**config.mk**
```make
export PLATFORM = sky130hd
export DESIGN_NAME = e203_subsys_irq_cond_flat
export DESIGN_NICKNAME = d
export VERILOG_FILES = /design/src/rtl/e203_subsys_irq_cond_if.sv /design/src/rtl/e203_subsys_irq_cond.sv /design/src/flat_wrapper.sv
export SDC_FILE = /design/constraint.sdc
export NUM_CORES = 1
export LEC_CHECK = 0
export BUFFER_PORTS_ARGS = -buffer_cell sky130_fd_sc_hd__buf_4
export CAP_MARGIN = 5
export CORE_MARGIN = 3
export CORE_UTILIZATION = 56
export CTS_BUF_LIST = sky130_fd_sc_hd__clkbuf_2 sky130_fd_sc_hd__clkbuf_4 sky130_fd_sc_hd__clkbuf_8
export DETAILED_ROUTE_END_ITERATION = 10
export PLACE_DENSITY = 0.89
export SETUP_SLACK_MARGIN = 0.05
export SYNTH_ARGS = -nofsm -noshare
export SYNTH_HDL_FRONTEND = slang
export SYNTH_SLANG_ARGS = --single-unit
```
**constraint.sdc**
```tcl
create_clock -name clk -period 1.89 [get_ports clk]
set_input_delay 0.2835 -clock clk [delete_from_list [all_inputs] [get_ports clk]]
set_output_delay 0.2835 -clock clk [all_outputs]
set_load 0.01 [all_outputs]
```
**src/rtl/e203_subsys_irq_cond_if.sv**
```systemverilog
// ICB register-slave bundle between a bus master and the interrupt conditioner.
interface e203_subsys_irq_cond_if #(
  parameter int AW = 32
);
  logic          icb_cmd_valid;
  logic          icb_cmd_ready;
  logic [AW-1:0] icb_cmd_addr;
  logic          icb_cmd_read;
  logic [31:0]   icb_cmd_wdata;
  logic [3:0]    icb_cmd_wmask;
  logic          icb_rsp_valid;
  logic          icb_rsp_ready;
  logic          icb_rsp_err;
  logic [31:0]   icb_rsp_rdata;

  modport master (
    output icb_cmd_valid, icb_cmd_addr, icb_cmd_read, icb_cmd_wdata, icb_cmd_wmask,
    output icb_rsp_ready,
    input  icb_cmd_ready, icb_rsp_valid, icb_rsp_err, icb_rsp_rdata
  );

  modport slave (
    input  icb_cmd_valid, icb_cmd_addr, icb_cmd_read, icb_cmd_wdata, icb_cmd_wmask,
    input  icb_rsp_ready,
    output icb_cmd_ready, icb_rsp_valid, icb_rsp_err, icb_rsp_rdata
  );
endinterface

```
**src/rtl/e203_subsys_irq_cond.sv**
```systemverilog
// Interrupt conditioner ahead of the PLIC: synchronize, deglitch, optional sticky
// edge capture, registered PLIC requests, and an ICB slave for MODE/PEND/LEVEL.
module e203_subsys_irq_cond #(
  parameter int NIRQ     = 16,
  parameter int SYNC_DP  = 2,
  parameter int FILT_CYC = 4,
  parameter int AW       = 32
) (
  input  logic                   clk,
  input  logic                   rst_n,
  input  logic [NIRQ-1:0]        irq_a,
  output logic [NIRQ-1:0]        plic_irq_o,
  e203_subsys_irq_cond_if.slave  icb
);

  logic [NIRQ-1:0] sync_q [SYNC_DP];
  logic [NIRQ-1:0] sync_d [SYNC_DP];
  logic [NIRQ-1:0] sync_lvl;
  logic [NIRQ-1:0] filt;
  logic [NIRQ-1:0] filt_dly_q, filt_dly_d;
  logic [NIRQ-1:0] rise;
  logic [NIRQ-1:0] mode_q, mode_d;
  logic [NIRQ-1:0] pend_q, pend_d;
  logic [NIRQ-1:0] plic_q, plic_d;
  logic            rsp_valid_q, rsp_valid_d;
  logic            rsp_err_q, rsp_err_d;
  logic [31:0]     rsp_rdata_q, rsp_rdata_d;

  always_comb begin
    sync_d[0] = irq_a;
    for (int k = 1; k < SYNC_DP; k++) sync_d[k] = sync_q[k-1];
  end

  always_ff @(posedge clk or negedge rst_n) begin
    if (!rst_n) begin
      for (int k = 0; k < SYNC_DP; k++) sync_q[k] <= '0;
    end else begin
      for (int k = 0; k < SYNC_DP; k++) sync_q[k] <= sync_d[k];
    end
  end

  assign sync_lvl = sync_q[SYNC_DP-1];

  // The filtered level only follows the synchronized input after FILT_CYC
  // consecutive disagreeing cycles; any agreeing cycle restarts the count.
  if (FILT_CYC == 0) begin : g_filt_bypass
    assign filt = sync_lvl;
  end else begin : g_filt
    localparam int CW = (FILT_CYC > 1) ? $clog2(FILT_CYC) : 1;
    localparam logic [CW-1:0] CNT_TC = CW'(FILT_CYC - 1);

    logic [CW-1:0]   cnt_q [NIRQ];
    logic [CW-1:0]   cnt_d [NIRQ];
    logic [NIRQ-1:0] lvl_q, lvl_d;

    always_comb begin
      lvl_d = lvl_q;
      for (int i = 0; i < NIRQ; i++) begin
        cnt_d[i] = '0;
        if (sync_lvl[i] != lvl_q[i]) begin
          if (cnt_q[i] == CNT_TC) lvl_d[i] = sync_lvl[i];
          else                    cnt_d[i] = cnt_q[i] + 1'b1;
        end
      end
    end

    always_ff @(posedge clk or negedge rst_n) begin
      if (!rst_n) begin
        lvl_q <= '0;
        for (int i = 0; i < NIRQ; i++) cnt_q[i] <= '0;
      end else begin
        lvl_q <= lvl_d;
        for (int i = 0; i < NIRQ; i++) cnt_q[i] <= cnt_d[i];
      end
    end

    assign filt = lvl_q;
  end

  assign filt_dly_d = filt;
  assign rise       = filt & ~filt_dly_q;

  logic [AW-1:0]   cmd_addr;
  logic [1:0]      cmd_off;
  logic            cmd_ready;
  logic            cmd_acc;
  logic            cmd_wr;
  logic [31:0]     byte_en;
  logic [NIRQ-1:0] wbits;
  logic [NIRQ-1:0] wmask_n;
  logic [NIRQ-1:0] w1c;
  logic [31:0]     rd_val;
  logic            unused_ok;

  assign cmd_addr  = icb.icb_cmd_addr;
  assign cmd_off   = cmd_addr[3:2];
  assign cmd_ready = ~rsp_valid_q | icb.icb_rsp_ready;
  assign cmd_acc   = icb.icb_cmd_valid & cmd_ready;
  assign cmd_wr    = cmd_acc & ~icb.icb_cmd_read;
  assign byte_en   = {{8{icb.icb_cmd_wmask[3]}}, {8{icb.icb_cmd_wmask[2]}},
                      {8{icb.icb_cmd_wmask[1]}}, {8{icb.icb_cmd_wmask[0]}}};
  assign wmask_n   = byte_en[NIRQ-1:0];
  assign wbits     = icb.icb_cmd_wdata[NIRQ-1:0] & wmask_n;
  assign unused_ok = ^{cmd_addr, icb.icb_cmd_wdata, byte_en};

  always_comb begin
    mode_d = mode_q;
    w1c    = '0;
    if (cmd_wr && cmd_off == 2'd0) mode_d = (mode_q & ~wmask_n) | wbits;
    if (cmd_wr && cmd_off == 2'd1) w1c = wbits;
    // Set beats W1C; leaving edge mode drops the pending bit.
    pend_d = ((pend_q & ~w1c) | (rise & mode_q)) & mode_d;
    plic_d = (mode_q & pend_q) | (~mode_q & filt);
  end

  always_comb begin
    rd_val = '0;
    case (cmd_off)
      2'd0:    rd_val = 32'(mode_q);
      2'd1:    rd_val = 32'(pend_q);
      2'd2:    rd_val = 32'(filt);
      default: rd_val = '0;
    endcase
  end

  always_comb begin
    rsp_valid_d = rsp_valid_q;
    rsp_err_d   = rsp_err_q;
    rsp_rdata_d = rsp_rdata_q;
    if (cmd_acc) begin
      rsp_valid_d = 1'b1;
      rsp_err_d   = (cmd_off == 2'd3);
      rsp_rdata_d = icb.icb_cmd_read ? rd_val : 32'h0;
    end else if (icb.icb_rsp_ready) begin
      rsp_valid_d = 1'b0;
    end
  end

  always_ff @(posedge clk or negedge rst_n) begin
    if (!rst_n) begin
      filt_dly_q  <= '0;
      mode_q      <= '0;
      pend_q      <= '0;
      plic_q      <= '0;
      rsp_valid_q <= 1'b0;
      rsp_err_q   <= 1'b0;
      rsp_rdata_q <= '0;
    end else begin
      filt_dly_q  <= filt_dly_d;
      mode_q      <= mode_d;
      pend_q      <= pend_d;
      plic_q      <= plic_d;
      rsp_valid_q <= rsp_valid_d;
      rsp_err_q   <= rsp_err_d;
      rsp_rdata_q <= rsp_rdata_d;
    end
  end

  assign plic_irq_o        = plic_q;
  assign icb.icb_cmd_ready = cmd_ready;
  assign icb.icb_rsp_valid = rsp_valid_q;
  assign icb.icb_rsp_err   = rsp_err_q;
  assign icb.icb_rsp_rdata = rsp_rdata_q;

endmodule
```
**src/flat_wrapper.sv**
```systemverilog
// flat-port wrapper written by rule: the top's interface ports become plain ports
module e203_subsys_irq_cond_flat 
#(
  parameter int NIRQ     = 16,
  parameter int SYNC_DP  = 2,
  parameter int FILT_CYC = 4,
  parameter int AW       = 32
)
  (clk, rst_n, irq_a, plic_irq_o, icb_icb_cmd_valid, icb_icb_cmd_addr, icb_icb_cmd_read, icb_icb_cmd_wdata, icb_icb_cmd_wmask, icb_icb_rsp_ready, icb_icb_cmd_ready, icb_icb_rsp_valid, icb_icb_rsp_err, icb_icb_rsp_rdata);
  e203_subsys_irq_cond_if #(.AW(AW)) icb_i ();
  input  logic clk;
  input  logic rst_n;
  input  logic [NIRQ-1:0] irq_a;
  output logic [NIRQ-1:0] plic_irq_o;
  input wire logic [$bits(icb_i.icb_cmd_valid)-1:0] icb_icb_cmd_valid;
  input wire logic [$bits(icb_i.icb_cmd_addr)-1:0] icb_icb_cmd_addr;
  input wire logic [$bits(icb_i.icb_cmd_read)-1:0] icb_icb_cmd_read;
  input wire logic [$bits(icb_i.icb_cmd_wdata)-1:0] icb_icb_cmd_wdata;
  input wire logic [$bits(icb_i.icb_cmd_wmask)-1:0] icb_icb_cmd_wmask;
  input wire logic [$bits(icb_i.icb_rsp_ready)-1:0] icb_icb_rsp_ready;
  output wire logic [$bits(icb_i.icb_cmd_ready)-1:0] icb_icb_cmd_ready;
  output wire logic [$bits(icb_i.icb_rsp_valid)-1:0] icb_icb_rsp_valid;
  output wire logic [$bits(icb_i.icb_rsp_err)-1:0] icb_icb_rsp_err;
  output wire logic [$bits(icb_i.icb_rsp_rdata)-1:0] icb_icb_rsp_rdata;
  assign icb_i.icb_cmd_valid = icb_icb_cmd_valid;
  assign icb_i.icb_cmd_addr = icb_icb_cmd_addr;
  assign icb_i.icb_cmd_read = icb_icb_cmd_read;
  assign icb_i.icb_cmd_wdata = icb_icb_cmd_wdata;
  assign icb_i.icb_cmd_wmask = icb_icb_cmd_wmask;
  assign icb_i.icb_rsp_ready = icb_icb_rsp_ready;
  assign icb_icb_cmd_ready = icb_i.icb_cmd_ready;
  assign icb_icb_rsp_valid = icb_i.icb_rsp_valid;
  assign icb_icb_rsp_err = icb_i.icb_rsp_err;
  assign icb_icb_rsp_rdata = icb_i.icb_rsp_rdata;
  e203_subsys_irq_cond #(.NIRQ(NIRQ), .SYNC_DP(SYNC_DP), .FILT_CYC(FILT_CYC), .AW(AW)) u_core (.clk(clk), .rst_n(rst_n), .irq_a(irq_a), .plic_irq_o(plic_irq_o), .icb(icb_i));
endmodule
```
# ---- Word-level counts from Yosys, hierarchy flattened
# Cells that the tools add are included.
dict set report word_totals {
  output_inout_bits 51
  wordCells 170
  reg_bits 178
}
dict set report classes {
  eq_ne 35
  bitwise 20
  n_reduce_logical 20
  add_sub_neg 16
  mux 38
}
# operator n
set op_table {}
lappend op_table {{$and 16x16->16} 8}
lappend op_table {{$mux 2} 32}
lappend op_table {{$not 16->16} 4}
lappend op_table {{$mux 16} 3}
lappend op_table {{$or 16x16->16} 3}
lappend op_table {{$pmux 16 s3} 1}
lappend op_table {{$eq 2x2->1 const B} 18}
lappend op_table {{$add 2x1->2 const B} 16}
lappend op_table {{$reduce_and 2->1} 16}
lappend op_table {{$ne 1x1->1} 16}
lappend op_table {{$and 1x1->1} 2}
lappend op_table {{$eq 2x1->1 const B} 1}
lappend op_table {{$logic_and 1x1->1} 2}
lappend op_table {{$logic_not 2->1} 1}
lappend op_table {{$mux 1} 2}
lappend op_table {{$not 1->1} 2}
lappend op_table {{$reduce_bool 2->1} 1}
lappend op_table {{$or 1x1->1} 1}

# ---- Logic depth before layout (Yosys ltp)
dict set report depth {
  ltp_word 10
  mapped_depth 7
  depth_no_buf 4
}

# ---- Least setup slack after synthesis
# OpenSTA, ideal clock, no wires.
dict set report synth_timing {
  kind {flip-flop to flip-flop}
  startpoint {register u_core.rsp_valid_q, in the netlist u_core.icb.icb_rsp_valid}
  endpoint {register u_core.rsp_rdata_q[10], in the netlist u_core.icb.icb_rsp_rdata[10]}
  path_slack_ns 0.309
  stages_incl_launch_ff 8
  t_required_ns 1.769
  setup_ns 0.121
  arrival_time_ns 1.460
  path_cell_list {dfrtp_1 -> nor2b_1 -> clkbuf_1 -> inv_1 -> and4_1 -> clkbuf_1 -> buf_2 -> a22o_1}
}
dict set report synth_via {
  elab_chain_len 3
}
# element line_no
set synth_lines {}
lappend synth_lines {{from (decl)} e203_subsys_irq_cond.sv:25} ;# logic rsp_valid_q, rsp_valid_d;
lappend synth_lines {{from (signal assigned)} e203_subsys_irq_cond.sv:153} ;# rsp_valid_q <= rsp_valid_d;
lappend synth_lines {{$not 1->1} e203_subsys_irq_cond.sv:97} ;# assign cmd_ready = ~rsp_valid_q | icb.icb_rsp_ready;
lappend synth_lines {{$or 1x1->1} e203_subsys_irq_cond.sv:97}
lappend synth_lines {{$and 1x1->1} e203_subsys_irq_cond.sv:98} ;# assign cmd_acc = icb.icb_cmd_valid & cmd_ready;
lappend synth_lines {{to (signal assigned)} e203_subsys_irq_cond.sv:155} ;# rsp_rdata_q <= rsp_rdata_d;
lappend synth_lines {{to (decl)} e203_subsys_irq_cond.sv:27} ;# logic [31:0] rsp_rdata_q, rsp_rdata_d;
# No other way between the ends.
# A chain may end at the register's enable or synchronous reset.

# ---- Worst setup path in the final report
dict set report layout_timing {
  startpoint {register u_core.rsp_valid_q, in the netlist u_core.icb.icb_rsp_valid}
  endpoint {output icb_icb_cmd_ready}
}
dict set report layout_via {
  elab_chain_len 2
}
# element line_no
set layout_lines {}
lappend layout_lines {{$not 1->1} e203_subsys_irq_cond.sv:97}
lappend layout_lines {{$or 1x1->1} e203_subsys_irq_cond.sv:97}
lappend layout_lines {{to (decl)} flat_wrapper.sv:21} ;# output wire logic [$bits(icb_i.icb_cmd_ready)-1:0] icb_icb_cmd_ready;
# No other way between the ends.

==> results.py <==
metrics = {
    "synthesis": {
        "yosys.area_share.adder": 0.0303,
        "synth_compound_gate_area_share": 0.104,
        "netlist_top_cells_area": "sky130_fd_sc_hd__dfrtp_1 61%, sky130_fd_sc_hd__mux2_2 7.7%, sky130_fd_sc_hd__ha_1 3.0%",
        "synth_edf_count": 0,
        "yosys_warning_total": 0,
        "yosys_register_bits": 162,
        "muxShareOfSynthArea": 0.101,
        "synthSimpleGateAreaFrac": 0.0827,
        "xor_and_xnor_area_share_after_synthesis": 0.0212,
        "ys_types": 34,
        "dominant_combinational_cell_family_by_area_after_synthesis": "compound AO/OA/AOI/OAI gates",
        "syn-cell-area_um2": 6600,
        "syn-instance-count": 477,
        "register_area_share_after_synthesis": 0.615,
        "post-synth-top-area-cell": "sky130_fd_sc_hd__dfrtp_1",
        "yosysTopAreaCellShare": 0.615,
        "synth_async_sr_flop_share": 1.00,
        "postSynth.topFlopCell": "sky130_fd_sc_hd__dfrtp_1",
        "synth.avg_cell_area_um2": 13.8,
    },
    "clock_tree": {
        "ctsResizeCount": 0,
        "cts_setup_buffers": 0,
        "root_buffer": "sky130_fd_sc_hd__clkbuf_8",
        "tritoncts": "done",
        "clock_path_buffers": 2,
        "clock-sinks": 162,
        "cts-buffers-inserted": 17,
        "worst_setup_hold_path_clk_slew_ns": 0.09,
        "cts-htree-levels": 4,
        "insertion_delay_ns": 0.44,
    },
    "critical_path": {
        "cp.arrival_ns": 1.48,
        "worstPathCellList": "nor2b_2, inv_1, buf_4, buf_4",
        "worst_ep_required_time_ns": 1.61,
        "worst-path-max-fanout": 10,
        "critical-path-slowest-cell": "sky130_fd_sc_hd__dfrtp_1",
        "setup.worst_path.end_class": "output port",
        "critical_path.most_common_cell": "sky130_fd_sc_hd__buf_4",
        "critPathKind": "reg -> out",
        "critPathMaxStageDelay_ns": 0.39,
        "worstSetupStartpointType": "register",
    },
    "sta": {
        "timing.final.setup_violations": 0,
        "finalClockSkew_ns": 0.00804,
        "maxSlewViolCount": 0,
        "max-slew-margin-rel": 0.517,
        "clock.fmax_ghz": 0.566,
        "layout_worst_path_cycle_share": 0.935,
        "worst_margin_pin_slew_ns": 0.725,
        "finalHoldViolCount": 0,
        "layout_min_cycle_time_ns": 1.77,
        "rsz0062_at_grt": "false",
        "setup_total_negative_slack_ns": 0,
    },
    "cells_and_area": {
        "antenna_cells_inserted": 0,
        "layout-drive-gt1-share": 0.295,
        "finalInstanceArea_um2": 7960,
        "area_growth_syn_to_layout_pct": 20.6,
        "num-fill-cells": 755,
        "number_of_nets_at_the_end_of_the_flow": 686,
        "post_route_insts_no_fill": 737,
    },
    "route": {
        "dr_pass1_iterations": 6,
        "dr.first_iter.drc_count": 283,
        "detailroute.via_count": 4348,
        "detail_route.drc_violations": 0,
        "average_wire_per_standard_cell_um": 19.4,
        "drt.antenna.violating_nets": 0,
        "routed_via_density": 5.90,
        "drt-total-wl_um": 14300,
    },
    "place": {
        "postPlaceCellArea_um2": 7320,
        "gp_congestion": 0.823,
        "dp_cells": 688,
        "port_buffers": 75,
        "hpwl_um": 9660,
    },
    "floorplanning": {
        "core_area_um2": 11500,
        "die_area_um2": 13100,
        "rows": 39,
        "die_w_um": 115,
        "top_level_port_count": 140,
        "initial_core_util": 0.575,
        "die_height_um": 115,
    },
    "hold_path": {
        "hold_class": "in -> reg",
    },
    "grt": {
        "overflow": 0,
        "first_pass_grt_wire_length_um": 23500,
        "grtUsageTotal": 0.235,
        "via_count_of_the_first_global_routing_pass": 4760,
        "grt_max_degree": 48,
        "antenna_violations_before_repair": 0,
    },
    "power": {
        "power.sequential.fraction": 0.494,
        "maximum_resistive_drop_on_vdd_mv": 0.861,
        "power.share.clock": 0.273,
        "leakage_nw": 3.69,
        "share_comb_of_total_power": 0.233,
        "p_total_mw": 10.7,
        "power_density_nw_per_um2": 1340,
        "power_report.internal_total_mw": 7.53,
        "power_switching_mw": 3.13,
        "switching_share": 0.294,
    },
    "status": {
        "run_status": "finished clean",
    },
    "run": {
        "timing.max_cap.violations": 0,
    },
}
## metal layers
layer | GRT usage | vias up | wire, um
li1 | - | 1937 | -
met3 | 0.0687 | 45 | 871
met2 | 0.385 | 166 | 7400
met5 | 0 | - | 0
met1 | 0.271 | 2200 | 5500
met4 | 0.142 | 0 | 535
## through the flow
step,hold WS (ns),setup WS [ns],util
after CTS,0.0636,0.107,0.694
after global routing,0.0651,0.0554,0.694
after detailed placement,0.203,0.126,0.638
final,0.0867,0.123,0.694
after floorplan,-0.0121,0.309,-
after global placement,0.199,0.138,0.638
## cells by family (layout without fill, tap and decap cells)
logic type,count (synthesis),count (layout)
AO/OA/AOI/OAI,82,82
XOR/XNOR,16,16
adder cells (fa/ha/maj),16,16
buffers and inverters,58,160
flip-flops,162,162
multiplexers,61,61
other,1,16
AND/OR/NAND/NOR,81,81
## timing repair
action                                 in CTS  in global routing
endpoints found under the hold margin      51                  0
setup endpoints to repair                   0                  0
hold buffers                               17                  0
## worst paths after layout
| check | cells past startpoint | endpoint | from | slack [ns] |
|---|---|---|---|---|
| min in group asynchronous | 2 | u_core.sync_lvl[15]$_DFF_PN0_ | rst_n | 0.30 |
| hold / removal | 2 | u_core.mode_q[4]$_DFF_PN0_ | icb_icb_cmd_wdata[4] | 0.09 |
| setup / recovery | 4 | icb_icb_cmd_ready | u_core.icb.icb_rsp_valid$_DFFE_PN0P_ | 0.12 |
| max in group asynchronous | 3 | u_core.filt_dly_q[7]$_DFF_PN0_ | rst_n | 0.91 |
| hold reg to reg | 0 | u_core.sync_lvl[1]$_DFF_PN0_ | u_core.sync_d[1]$_DFF_PN0_ | 0.35 |
| setup reg to reg | 4 | u_core.icb.icb_rsp_rdata[6]$_DFFE_PN0N_ | u_core.icb.icb_rsp_valid$_DFFE_PN0P_ | 0.20 |
## synthesized netlist by cell type (6+ instances only)
cell type / count
sky130_fd_sc_hd__dfrtp_1: 162
sky130_fd_sc_hd__mux2_2: 45
sky130_fd_sc_hd__nor2b_1: 18
sky130_fd_sc_hd__inv_1: 17
sky130_fd_sc_hd__a22o_1: 16
sky130_fd_sc_hd__buf_4: 16
sky130_fd_sc_hd__ha_1: 16
sky130_fd_sc_hd__mux2i_1: 16
sky130_fd_sc_hd__nor3_1: 16
sky130_fd_sc_hd__o2bb2ai_1: 16
sky130_fd_sc_hd__o41ai_1: 16
sky130_fd_sc_hd__xnor2_1: 16
sky130_fd_sc_hd__clkbuf_1: 15
sky130_fd_sc_hd__a211oi_1: 13
sky130_fd_sc_hd__a41oi_1: 13
sky130_fd_sc_hd__nand2b_1: 13
sky130_fd_sc_hd__nor4_1: 13
sky130_fd_sc_hd__nand2_1: 6
## cell usage in the layout (no fill, tap or decap), types with 3 or more instances in the layout
| cell | count |
|---|---|
| sky130_fd_sc_hd__nand3b_1 | 3 |
| sky130_fd_sc_hd__a22oi_1 | 3 |
| sky130_fd_sc_hd__nand4_1 | 3 |
| sky130_fd_sc_hd__a41oi_1 | 13 |
| sky130_fd_sc_hd__clkinv_2 | 3 |
| sky130_fd_sc_hd__buf_4 | 91 |
| sky130_fd_sc_hd__mux2_2 | 45 |
| sky130_fd_sc_hd__clkbuf_8 | 19 |
| sky130_fd_sc_hd__a22o_1 | 16 |
| sky130_fd_sc_hd__nand2b_1 | 13 |
| sky130_fd_sc_hd__mux2i_1 | 16 |
| sky130_fd_sc_hd__dlygate4sd3_1 | 17 |
| sky130_fd_sc_hd__a211oi_1 | 13 |
| sky130_fd_sc_hd__nor2b_1 | 17 |
| sky130_fd_sc_hd__dfrtp_1 | 162 |
| sky130_fd_sc_hd__nor3_1 | 16 |
| sky130_fd_sc_hd__xnor2_1 | 16 |
| sky130_fd_sc_hd__nor4_1 | 13 |
| sky130_fd_sc_hd__inv_1 | 17 |
| sky130_fd_sc_hd__ha_1 | 16 |
| sky130_fd_sc_hd__o31ai_1 | 3 |
| sky130_fd_sc_hd__conb_1 | 16 |
| sky130_fd_sc_hd__o2bb2ai_1 | 16 |
| sky130_fd_sc_hd__bufinv_16 | 5 |
| sky130_fd_sc_hd__o41ai_1 | 16 |
| sky130_fd_sc_hd__nand2_1 | 6 |
## cell type report
| class | count | area (um^2) | share of cell area |
|---|---|---|---|
| inverter | 18 | 67.6 | 0.00849 |
| clock buffer | 19 | 262 | 0.0329 |
| multi-input combinational | 272 | 2300 | 0.289 |
| clock inverter | 13 | 206 | 0.0260 |
| tap | 143 | 179 | 0.0225 |
| timing repair buffer | 110 | 885 | 0.111 |
| sequential | 162 | 4050 | 0.510 |
## registers in the layout, summed over array words and instances (netlist names)
signal / flops
u_core.icb.icb_rsp_valid: 1
u_core.sync_lvl: 16
u_core.icb.icb_rsp_err: 1
u_core.sync_d: 16
u_core.mode_q: 16
u_core.icb.icb_rsp_rdata: 16
u_core.g_filt.cnt_q: 32
u_core.filt: 16
u_core.filt_dly_q: 16
u_core.pend_q: 16
u_core.plic_irq_o: 16
## power groups by stage
stage	logic, mW	registers, mW	clock network, mW
floorplan	1.54	5.18	0
global placement	2.27	5.19	0
detailed placement	2.46	5.31	0
CTS	2.52	5.26	2.95
global route	2.77	5.39	3.09
finish	2.48	5.27	2.91
## critical path: cells and delay by family (launching register included)
| kind | cells | cell delay [ns] |
|---|---|---|
| AND/OR/NAND/NOR | 1 | 0.18 |
| flip-flops | 1 | 0.39 |
| buffers and inverters | 3 | 0.46 |
Power figures use the tool's default switching activity.
